===== src/rtl/threshold_dac_spi.sv =====
// Per-channel threshold responder: takes a 16-bit code over the wre/rdy handshake and writes it
// to the comparator-reference DAC as a 24-bit SPI frame, then waits for the DAC to settle.
module threshold_dac_spi #(
    parameter int unsigned CLK_DIV       = 2,
    parameter int unsigned SETTLE_CYCLES = 8,
    parameter logic [7:0]  CMD_WORD      = 8'h00
) (
    input  logic        clk_i,
    input  logic        arst_i,
    input  logic [15:0] threshold_i,
    input  logic        threshold_wre_i,
    output logic        threshold_rdy_o,
    output logic [15:0] dac_code_o,
    output logic        spi_sclk_o,
    output logic        spi_sync_n_o,
    output logic        spi_sdo_o
);

    localparam int unsigned DivW = (CLK_DIV > 1) ? $clog2(CLK_DIV) : 1;
    localparam int unsigned SetW = $clog2(SETTLE_CYCLES + 1);
    localparam logic [DivW-1:0] DivLast = DivW'(CLK_DIV - 1);
    localparam logic [SetW-1:0] SetLast = SetW'(SETTLE_CYCLES - 1);

    typedef enum logic [1:0] {StIdle, StShift, StTrail, StSettle} state_e;

    state_e            state_q, state_d;
    logic [4:0]        bit_q, bit_d;
    logic [DivW-1:0]   div_q, div_d;
    logic              phase_q, phase_d;
    logic [SetW-1:0]   settle_q, settle_d;
    logic [15:0]       code_q, code_d;
    logic              pend_q, pend_d;
    logic [15:0]       pend_code_q, pend_code_d;
    logic [15:0]       dac_q, dac_d;
    logic              rdy_q, rdy_d;
    logic              sclk_q, sclk_d;
    logic              sync_n_q, sync_n_d;
    logic              sdo_q, sdo_d;
    logic              start;
    logic              div_done;
    logic [23:0]       frame_d;

    always_comb begin
        state_d     = state_q;
        bit_d       = bit_q;
        div_d       = div_q;
        phase_d     = phase_q;
        settle_d    = settle_q;
        code_d      = code_q;
        pend_d      = pend_q;
        pend_code_d = pend_code_q;
        dac_d       = dac_q;
        start       = 1'b0;
        div_done    = (div_q == DivLast);

        unique case (state_q)
            StIdle: begin
                start = pend_q;
            end
            StShift: begin
                if (div_done) begin
                    div_d = '0;
                    if (!phase_q) begin
                        phase_d = 1'b1;
                    end else begin
                        phase_d = 1'b0;
                        if (bit_q == 5'd0) begin
                            state_d = StTrail;
                        end else begin
                            bit_d = bit_q - 5'd1;
                        end
                    end
                end else begin
                    div_d = div_q + 1'b1;
                end
            end
            StTrail: begin
                if (div_done) begin
                    div_d    = '0;
                    state_d  = StSettle;
                    settle_d = '0;
                    dac_d    = code_q;
                end else begin
                    div_d = div_q + 1'b1;
                end
            end
            StSettle: begin
                if (settle_q == SetLast) begin
                    if (pend_q) begin
                        start = 1'b1;
                    end else begin
                        state_d = StIdle;
                    end
                end else begin
                    settle_d = settle_q + 1'b1;
                end
            end
            default: begin
                state_d = StIdle;
            end
        endcase

        if (start) begin
            state_d = StShift;
            code_d  = pend_code_q;
            bit_d   = 5'd23;
            div_d   = '0;
            phase_d = 1'b0;
            pend_d  = 1'b0;
        end

        // Every accepted write lands in the pending slot; the newest code wins.
        if (threshold_wre_i) begin
            pend_d      = 1'b1;
            pend_code_d = threshold_i;
        end

        // Pins are registered from next-state so they leave the block glitch-free.
        frame_d  = {CMD_WORD, code_d};
        rdy_d    = (state_d == StIdle) && !pend_d;
        sync_n_d = !((state_d == StShift) || (state_d == StTrail));
        sclk_d   = (state_d == StShift) && phase_d;
        sdo_d    = (state_d == StShift) ? frame_d[bit_d] : 1'b0;
    end

    always_ff @(posedge clk_i or posedge arst_i) begin
        if (arst_i) begin
            state_q     <= StIdle;
            bit_q       <= 5'd0;
            div_q       <= '0;
            phase_q     <= 1'b0;
            settle_q    <= '0;
            code_q      <= 16'h0000;
            pend_q      <= 1'b0;
            pend_code_q <= 16'h0000;
            dac_q       <= 16'h0000;
            rdy_q       <= 1'b1;
            sclk_q      <= 1'b0;
            sync_n_q    <= 1'b1;
            sdo_q       <= 1'b0;
        end else begin
            state_q     <= state_d;
            bit_q       <= bit_d;
            div_q       <= div_d;
            phase_q     <= phase_d;
            settle_q    <= settle_d;
            code_q      <= code_d;
            pend_q      <= pend_d;
            pend_code_q <= pend_code_d;
            dac_q       <= dac_d;
            rdy_q       <= rdy_d;
            sclk_q      <= sclk_d;
            sync_n_q    <= sync_n_d;
            sdo_q       <= sdo_d;
        end
    end

    assign threshold_rdy_o = rdy_q;
    assign dac_code_o      = dac_q;
    assign spi_sclk_o      = sclk_q;
    assign spi_sync_n_o    = sync_n_q;
    assign spi_sdo_o       = sdo_q;

endmodule


===== config.mk =====
export PLATFORM = sky130hd
export DESIGN_NAME = threshold_dac_spi
export DESIGN_NICKNAME = d
export VERILOG_FILES = /design/src/rtl/threshold_dac_spi.sv
export SDC_FILE = /design/constraint.sdc
export NUM_CORES = 1
export LEC_CHECK = 0
export CAP_MARGIN = 20
export CORE_UTILIZATION = 57
export CTS_BUF_LIST = sky130_fd_sc_hd__clkbuf_2 sky130_fd_sc_hd__clkbuf_4 sky130_fd_sc_hd__clkbuf_8
export CTS_CLUSTER_DIAMETER = 150
export DETAILED_ROUTE_END_ITERATION = 8
export PLACE_DENSITY = 0.92
export SLEW_MARGIN = 0
export SYNTH_ARGS = -nofsm -noshare
export SYNTH_HDL_FRONTEND = slang
export SYNTH_SLANG_ARGS = --single-unit

===== constraint.sdc =====
create_clock -name clk_i -period 2.82 [get_ports clk_i]
set_input_delay 0.705 -clock clk_i [delete_from_list [all_inputs] [get_ports clk_i]]
set_output_delay 0.705 -clock clk_i [all_outputs]
set_load 0.02 [all_outputs]

* Yosys cells after proc, flatten, opt, wreduce, memory -nomap -nowiden
Cells that the tools add are included.
** Word-level totals
- Flip-flop bits (word level) :: 66
- Latch bits :: 0
- Output and inout bits :: 20
- RAM bits :: 0
- Memories :: 0
- Input bits :: 19
- Word-level logic and storage cells :: 70
- Bits in read-only memories :: 0
** Cells by class
- Add/sub/neg operators :: 3
- Magnitude comparators :: 1
- Divide/modulo/power cells :: 0
- Reduce and logical (&&, ||, !) cells :: 13
- Multiplexer cells :: 32
- Multiply operators :: 0
- Equal/unequal tests :: 8
- Bitwise logic cells :: 0
- Shifts and indexed selects :: 0
** Operators with widths (number)
- two-way mux 5 bit :: 5
- two-way mux 16 bit :: 1
- two-way mux 2 bit :: 7
- two-way mux 1 bit :: 13
- two-way mux 4 bit :: 2
- case mux 4 bit (2 select lines) :: 1
- == test 2 bit (second input constant) :: 3
- < comparator 5 x 6 -> 1 bit (second input constant) :: 1
- case mux 2 bit (3 select lines) :: 1
- binary-select mux 1 bit (select 5 bit) :: 1
- logical NOT 5 bit :: 1
- subtractor 5 x 1 -> 5 bit (second input constant) :: 1
- adder 4 x 1 -> 4 bit (second input constant) :: 1
- == test 2 x 1 -> 1 bit (second input constant) :: 2
- == test 4 x 3 -> 1 bit (second input constant) :: 1
- logical NOT 2 bit :: 2
- inequality test 2 bit (second input constant) :: 2
- nonzero test 2 bit :: 2
- AND reduction 3 bit :: 1
- logical AND 1 bit :: 2
- logical NOT 1 bit :: 2
- case mux 1 bit (2 select lines) :: 1
- AND reduction 2 bit :: 1
- OR reduction 2 bit :: 1
- 2 further kinds :: 2

* Longest topological paths before layout
Gate-level depths: netlist of run 1.
- Depth after elaboration :: 9
- Mapped depth :: 12
- Mapped depth without buffers :: 11

* Worst setup path before layout of run 1
No wires, ideal clock.
- Kind :: register -> register
- From :: register state_q[0]
- To :: register sdo_q, in the netlist spi_sdo_o
- Buffers on the path :: 3
- Arrival :: 2.449 ns
- Setup slack :: 0.260 ns
- Setup time :: 0.111 ns
- Clock period less this slack :: 2.560 ns
- Cell stages (with the launch flop) :: 13
- Data required time :: 2.709 ns
- Path through :: dfrtp_1 inv_1 ha_1 nor2b_1 o21ai_1 buf_2 buf_2 clkbuf_1 o211ai_1 ha_1 nand3_1 a41o_1 a2111oi_2
** Between the ends
- Longest elaborated chain between the ends :: 7
- Elaborated cells between the ends (all ways) :: 20
- Classes of those cells :: eq/ne (4); mux (15); reduce/logical (1)
** Ends and longest elaborated chain
- start: declaration :: line 26 : state_e state_q, state_d;
- start signal: assignment :: line 128 : state_q <= StIdle;
- start signal: assignment :: line 142 : state_q <= state_d;
- two-way mux 2 bit :: line 67 : if (bit_q == 5'd0) begin
- two-way mux 2 bit :: line 63 : if (!phase_q) begin
- two-way mux 2 bit :: line 61 : if (div_done) begin
- case mux 2 bit (3 select lines) :: line 56 : unique case (state_q)
- two-way mux 2 bit * :: line 103 : if (start) begin
- net state_d[0] :: line 26
- == test 2 x 1 -> 1 bit * :: line 123 : sdo_d = (state_d == StShift) ? frame_d[bit_d] : 1'b0;
- two-way mux 1 bit * :: line 123
- net sdo_d :: line 38 : logic sdo_q, sdo_d;
- end signal: assignment :: line 154 : sdo_q <= sdo_d;
- end: declaration :: line 38
The timed path passes the listed nets; every way through them passes the cells marked *. The select of a mux whose other input is x is not followed.
A chain may end at the register's enable or synchronous reset.

* Worst setup path in the final report of run 1
- From :: register state_q[1]
- To :: register sdo_q, in the netlist spi_sdo_o
** Between the ends
- Elaborated cells between the ends (all ways) :: 20
- Classes of those cells :: eq/ne (4); mux (15); reduce/logical (1)
** RTL lines
- == test 2 bit, or another cell as far along :: line 56
- case mux 1 bit (2 select lines) / two-way mux 5 bit (equally long branches) :: line 56
- two-way mux 5 bit * :: line 103
- net bit_d[0] :: line 27 : logic [4:0] bit_q, bit_d;
- binary-select mux 1 bit (select 5 bit) * :: line 123
- two-way mux 1 bit (not written as such) * :: line 123
- two-way mux 1 bit * :: line 123
- net sdo_d :: line 38
Marked as above.

==> results of run 1 <==
-- synth_stat cells, drive strengths merged, types with 3 or more instances --
master,number
dfrtp,64
mux2,50
nand2,11
ha,9
nand3,9
o21ai,9
inv,8
nor2,8
and2,5
clkbuf,5
o32ai,4
a21o,3
a21oi,3
and3,3
mux2i,3
or3,3
xor2,3
-- routing by layer --
layer  vias to the layer above  share of wire [%]
met1                      1003                 44
met5                         -                  0
met4                         0                1.1
li1                        930                  -
met3                         6                5.9
met2                        71                 49
-- how the worst max path moves through the flow --
stage	startpoint	end	slack [ns]	depth (start not counted)
4_1_cts	bit_q[0]$_DFF_PP0_	spi_sdo_o$_DFF_PP0_	0.15	8
3_3_place_gp	bit_q[0]$_DFF_PP0_	spi_sdo_o$_DFF_PP0_	0.20	8
6_report	state_q[1]$_DFF_PP0_	spi_sdo_o$_DFF_PP0_	0.23	8
3_5_place_dp	bit_q[0]$_DFF_PP0_	spi_sdo_o$_DFF_PP0_	-0.02	8
5_1_grt	state_q[0]$_DFF_PP0_	spi_sdo_o$_DFF_PP0_	0.09	10
2_1_floorplan	state_q[0]$_DFF_PP0_	spi_sdo_o$_DFF_PP0_	0.26	12
-- power breakdown --
group | total [mW] | internal [mW] | switching (mW)
Combinational | 0.907 | 0.469 | 0.438
Clock | 0.816 | 0.485 | 0.331
Sequential | 1.33 | 1.16 | 0.176
Total | 3.06 | 2.11 | 0.945
-- layout make-up --
cell class / instances / area (sq um)
sequential: 66 / 1654
fill: 353 / 1368
multi-input combinational: 149 / 1289
timing repair buffer: 44 / 437.9
clock buffer: 14 / 173.9
tap: 70 / 87.58
clock inverter: 2 / 35.03
inverter: 8 / 30.03
-- what timing repair did --
action | CTS | global route
setup buffers | 0 | 2
resized for setup | 1 | 0
endpoints found under the setup margin | 1 | 1
-- worst max-delay path, stage by stage, from the launching register on --
cell and delay, ns:
dfrtp_1 0.43, ha_1 0.27, and4b_1 0.22, o21ai_2 0.34, buf_4 0.37, nand3_1 0.19
mux2_2 0.26, nand2_1 0.06, a2111oi_2 0.34
-- logic make-up after synthesis --
| group | count (synthesis) | share of synthesized area, % |
|---|---|---|
| flops | 66 | 55.18 |
| xor+xnor | 4 | 1.169 |
| compound gates | 29 | 6.886 |
| mux | 54 | 20.66 |
| buf+inv | 15 | 1.962 |
| simple gates | 53 | 10.39 |
| fa+ha+maj | 9 | 3.756 |
-- state kept, by name (all words and copies together), names as in the netlist --
signal / count
pend_q: 1
spi_sclk_o: 1
settle_q: 4
bit_q: 5
code_q: 16
spi_sync_n_o: 1
phase_q: 1
spi_sdo_o: 1
pend_code_q: 16
div_done: 1
threshold_rdy_o: 1
dac_code_o: 16
state_q: 2
-- per-stage QoR --
stage	setup TNS, ns	cells
3_3_place_gp	0	335
5_1_grt	0	353
3_5_place_dp	-0.01661	335
2_1_floorplan	0	230
6_report	0	353
4_1_cts	0	351
==> results.json, run 1 <==
{
  "status": "finished with violations",
  "violations": "DRC",
  "syn_avg_cell_area_sq_um": 13.03,
  "rsz0062_at_grt": "no",
  "drt-total-wl_um": 5674,
  "rows": 26,
  "synth_cell_types": 42,
  "clkSlewWorstSetupHoldPaths_ns": 0.07,
  "core_sq_um": 5075,
  "via_per_inst": 5.694,
  "insertion_delay_ns": 0.33,
  "clock_sinks": 66,
  "die_h_um": 74.52,
  "place_congestion": 0.8829,
  "grt_overflow": 0,
  "clockBufferDepth": 2,
  "ff2ff_path_depth": 8,
  "first_iter_violations": 174,
  "ant_nets": 0,
  "synth_seq_cells": 66,
  "drive_gt1_share_pct": 28.98,
  "cts_htree_levels": 3,
  "min_to": "code_q[9]$_DFF_PP0_",
  "route.detailed.drc": 1,
  "synthArstFlopShare_pct": 100.0,
  "use_met3_pct": 7.453,
  "cp-end-kind": "register",
  "grt_usage_pct": 22.71,
  "final_util_pct": 73.05,
  "antenna_found_initial": 0,
  "num_vias": 2010,
  "fin_crit_ns": 2.593,
  "skew_ns": 0.002278,
  "post-place-ws_ns": -0.01661,
  "cts_root_buf": "clkbuf_8",
  "required_ns": 3.05,
  "design_area_sq_um": 3707,
  "cts_tree": "done",
  "hold_class": "register to register",
  "ys.flop_type": "dfrtp_1",
  "ios": 39,
  "hold_slack_ns": 0.5006,
  "synth_edf_count": 0,
  "yosys_warnings": 0,
  "r2r_start": "state_q[1]$_DFF_PP0_",
  "grt_start_max_net_pins": 67,
  "antenna_cells": 0,
  "die_x_um": 74.52,
  "layout_common_cells": "64 x dfrtp_1, 50 x mux2_2, 38 x clkdlybuf4s50_1",
  "wl_per_cell_um": 16.07,
  "grt_pass1_wl_um": 9025,
  "cap_violations": 0,
  "clock.fmax_mhz": 385.7,
  "gr-usage-met2_pct": 35.64,
  "synth_area_leaders": "dfrtp_1 53%, mux2_2 19%, ha_1 3.8%",
  "power.density_nw_per_um2": 824.5,
  "syn_inst": 230,
  "path_max_fanout": 26,
  "max_slew_margin_pct": 73.14,
  "rr_endpoint": "spi_sdo_o$_DFF_PP0_",
  "cts_buffers": 9,
  "dpl_cell_area_sq_um": 3483,
  "finalPower_mw": 3.057,
  "nets": 306,
  "static-leakage-power_nw": 1.646,
  "globalRouteMet1Util_pct": 29.27,
  "synth_top_area_share_pct": 53.42,
  "synth_seq_area_share_pct": 55.18,
  "dp_hpwl_um": 3766,
  "postCtsHoldBufs": 0,
  "syn_nets": 258,
  "ir_drop_v": 0.0004939,
  "drt_first_pass_iters": 7,
  "grt_busiest_layer": "met2",
  "hold_depth": 1,
  "final_common_cell": "dfrtp_1",
  "ff2ff_setup_slack_ns": 0.23,
  "min_from": "pend_code_q[9]$_DFFE_PP0P_",
  "fin_crit_sh_pct": 91.94,
  "grt_pass1_vias": 1891,
  "synth_area_leader_cell": "dfrtp_1",
  "io_buffer_count": 38,
  "die-area_sq_um": 5553,
  "synthesis.area_sq_um": 2998,
  "path_class": "register to register",
  "worst_slack_ns": 0.2272,
  "initial_core_util_pct": 59.07,
  "tightest_slew_ns": 0.3994,
  "area_growth_pct": 23.66,
  "crit_path_start_kind": "register",
  "arrival_ns": 2.82,
  "hold_violations": 0,
  "slew_violations": 0,
  "setup_violations": 0
}
No activity file was read; power rests on OpenSTA's default activity.
==> inputs of run 2 (changes only) <==
--- a/config.mk
+++ b/config.mk
@@ -6,11 +6,13 @@
 export NUM_CORES = 1
 export LEC_CHECK = 0
 export CAP_MARGIN = 20
+export CORE_MARGIN = 2
 export CORE_UTILIZATION = 57
 export CTS_BUF_LIST = sky130_fd_sc_hd__clkbuf_2 sky130_fd_sc_hd__clkbuf_4 sky130_fd_sc_hd__clkbuf_8
 export CTS_CLUSTER_DIAMETER = 150
 export DETAILED_ROUTE_END_ITERATION = 8
 export PLACE_DENSITY = 0.92
+export SETUP_SLACK_MARGIN = 0.3
 export SLEW_MARGIN = 0
 export SYNTH_ARGS = -nofsm -noshare
 export SYNTH_HDL_FRONTEND = slang
==> run 2 against run 1 <==
Net effect: the run now ends clean; via count is 6.4% higher; first-iteration DRC count is 26% higher; sequential share of layout area is 1.5 points lower; critical path depth stayed put; power is 5.8% higher; maximum frequency is 2.5% higher; clock-buffer cell count is 1 lower; clock power is 13% lower; critical path type unchanged; highest routed layer unchanged.
==> results.json, run 2 (same netlist as run 1, synthesis figures left out) <==
{
  "path_class": "register to register",
  "cts_htree_levels": 3,
  "clockBufferDepth": 2,
  "worst_slack_ns": 0.2910,
  "first_iter_violations": 220,
  "hold_depth": 1,
  "clkSlewWorstSetupHoldPaths_ns": 0.07,
  "ff2ff_setup_slack_ns": 0.29,
  "cts_tree": "done",
  "arrival_ns": 2.77,
  "core_sq_um": 5107,
  "cap_violations": 0,
  "die_x_um": 76.52,
  "ios": 39,
  "skew_ns": 0.007441,
  "cts_root_buf": "clkbuf_8",
  "slew_violations": 0,
  "clock_sinks": 66,
  "route.detailed.drc": 0,
  "final_common_cell": "dfrtp_1",
  "required_ns": 3.06,
  "hold_violations": 0,
  "ant_nets": 0,
  "crit_path_start_kind": "register",
  "power.density_nw_per_um2": 841.0,
  "grt_usage_pct": 22.54,
  "die_h_um": 76.52,
  "cp-end-kind": "register",
  "layout_common_cells": "62 x dfrtp_1, 47 x mux2_2, 38 x clkdlybuf4s50_1",
  "static-leakage-power_nw": 1.685,
  "min_to": "pend_code_q[6]$_DFFE_PP0P_",
  "post-place-ws_ns": 0.05445,
  "initial_core_util_pct": 58.70,
  "drt_first_pass_iters": 5,
  "via_per_inst": 5.942,
  "r2r_start": "bit_q[0]$_DFF_PP0_",
  "antenna_found_initial": 0,
  "max_slew_margin_pct": 70.97,
  "drive_gt1_share_pct": 35.86,
  "nets": 316,
  "grt_pass1_vias": 2163,
  "ir_drop_v": 0.0006679,
  "fillers": 310,
  "fin_crit_sh_pct": 89.68,
  "rows": 26,
  "io_buffer_count": 38,
  "cts_buffers": 9,
  "num_vias": 2139,
  "rr_endpoint": "spi_sdo_o$_DFF_PP0_",
  "place_congestion": 0.8725,
  "wl_per_cell_um": 19.39,
  "rsz0062_at_grt": "no",
  "insertion_delay_ns": 0.34,
  "antenna_cells": 0,
  "hold_class": "register to register",
  "min_from": "pend_code_q[6]$_DFFE_PP0P_",
  "path_max_fanout": 6,
  "setup_violations": 0,
  "drt-total-wl_um": 6980,
  "tightest_slew_ns": 0.4345,
  "grt_start_max_net_pins": 67,
  "dp_hpwl_um": 3963,
  "ff2ff_path_depth": 8,
  "status": "completed",
  "area_growth_pct": 28.30,
  "grt_pass1_wl_um": 10090,
  "die-area_sq_um": 5855,
  "fin_crit_ns": 2.529,
  "clock.fmax_mhz": 395.4,
  "finalSetupTns_ns": 0,
  "grt_overflow": 0
}
[run 2: stage by stage]
stage | utilization (%) | power, mW | hold slack (ns) | cells | instance area, sq um
floorplan | - | 1.985 | 0.4750 | 230 | 3005
global placement | 68.20 | 2.183 | 0.4818 | 335 | 3483
detailed placement | 68.20 | 2.247 | 0.4919 | 335 | 3483
CTS | 72.44 | 3.000 | 0.5067 | 352 | 3700
global route | 75.31 | 3.381 | 0.5268 | 360 | 3846
finish | 75.31 | 3.235 | 0.5022 | 360 | 3846
[run 2: routing by layer]
layer | track usage [%] | part of all wire (%) | wire length [um]
met5 | 0 | 0 | 0
met4 | 10.55 | 3.9 | 270
met3 | 6.280 | 6.6 | 460
met2 | 37.79 | 50 | 3467
met1 | 27.04 | 40 | 2781
[run 2: layout make-up]
type	count	area (sq um)	share of cell area (%)
sequential	66	1657	43.07
multi-input combinational	149	1385	36.01
timing repair buffer	54	520.5	13.53
clock buffer	13	166.4	4.327
tap	70	87.58	2.277
inverter	8	30.03	0.7807
[run 2: what timing repair did]
item | 4_1_cts | 5_1_grt
pin swaps | 2 | 5
buffers inserted | 4 | 8
gates cloned | 0 | 0
setup endpoints to repair | 1 | 1
hold buffers | 0 | 0
gates resized for setup | 7 | 22
[run 2: power by group]
part / total [mW] / switching [mW] / internal (mW)
logic: 1.18 / 0.569 / 0.611
registers: 1.35 / 0.186 / 1.16
clock network: 0.710 / 0.337 / 0.373
total: 3.23 / 1.09 / 2.14
[run 2: how the worst max path moves through the flow]
stage                               startpoint             endpoint  slack [ns]  cells after the start
after floorplan           state_q[0]$_DFF_PP0_  spi_sdo_o$_DFF_PP0_        0.32                     12
after global placement      bit_q[0]$_DFF_PP0_  spi_sdo_o$_DFF_PP0_        0.20                      8
after detailed placement    bit_q[0]$_DFF_PP0_  spi_sdo_o$_DFF_PP0_        0.05                      8
after CTS                 state_q[0]$_DFF_PP0_  spi_sdo_o$_DFF_PP0_        0.30                      7
after global routing        bit_q[0]$_DFF_PP0_  spi_sdo_o$_DFF_PP0_        0.22                      8
final                       bit_q[0]$_DFF_PP0_  spi_sdo_o$_DFF_PP0_        0.29                      8
[run 2: worst max-delay path: stages, from the launching register on]
cell	delay, ns
dfrtp_2	0.44
inv_2	0.09
ha_2	0.20
or4b_4	0.51
nand3_4	0.13
o32ai_1	0.10
or3_1	0.40
a41o_1	0.29
a2111oi_4	0.26
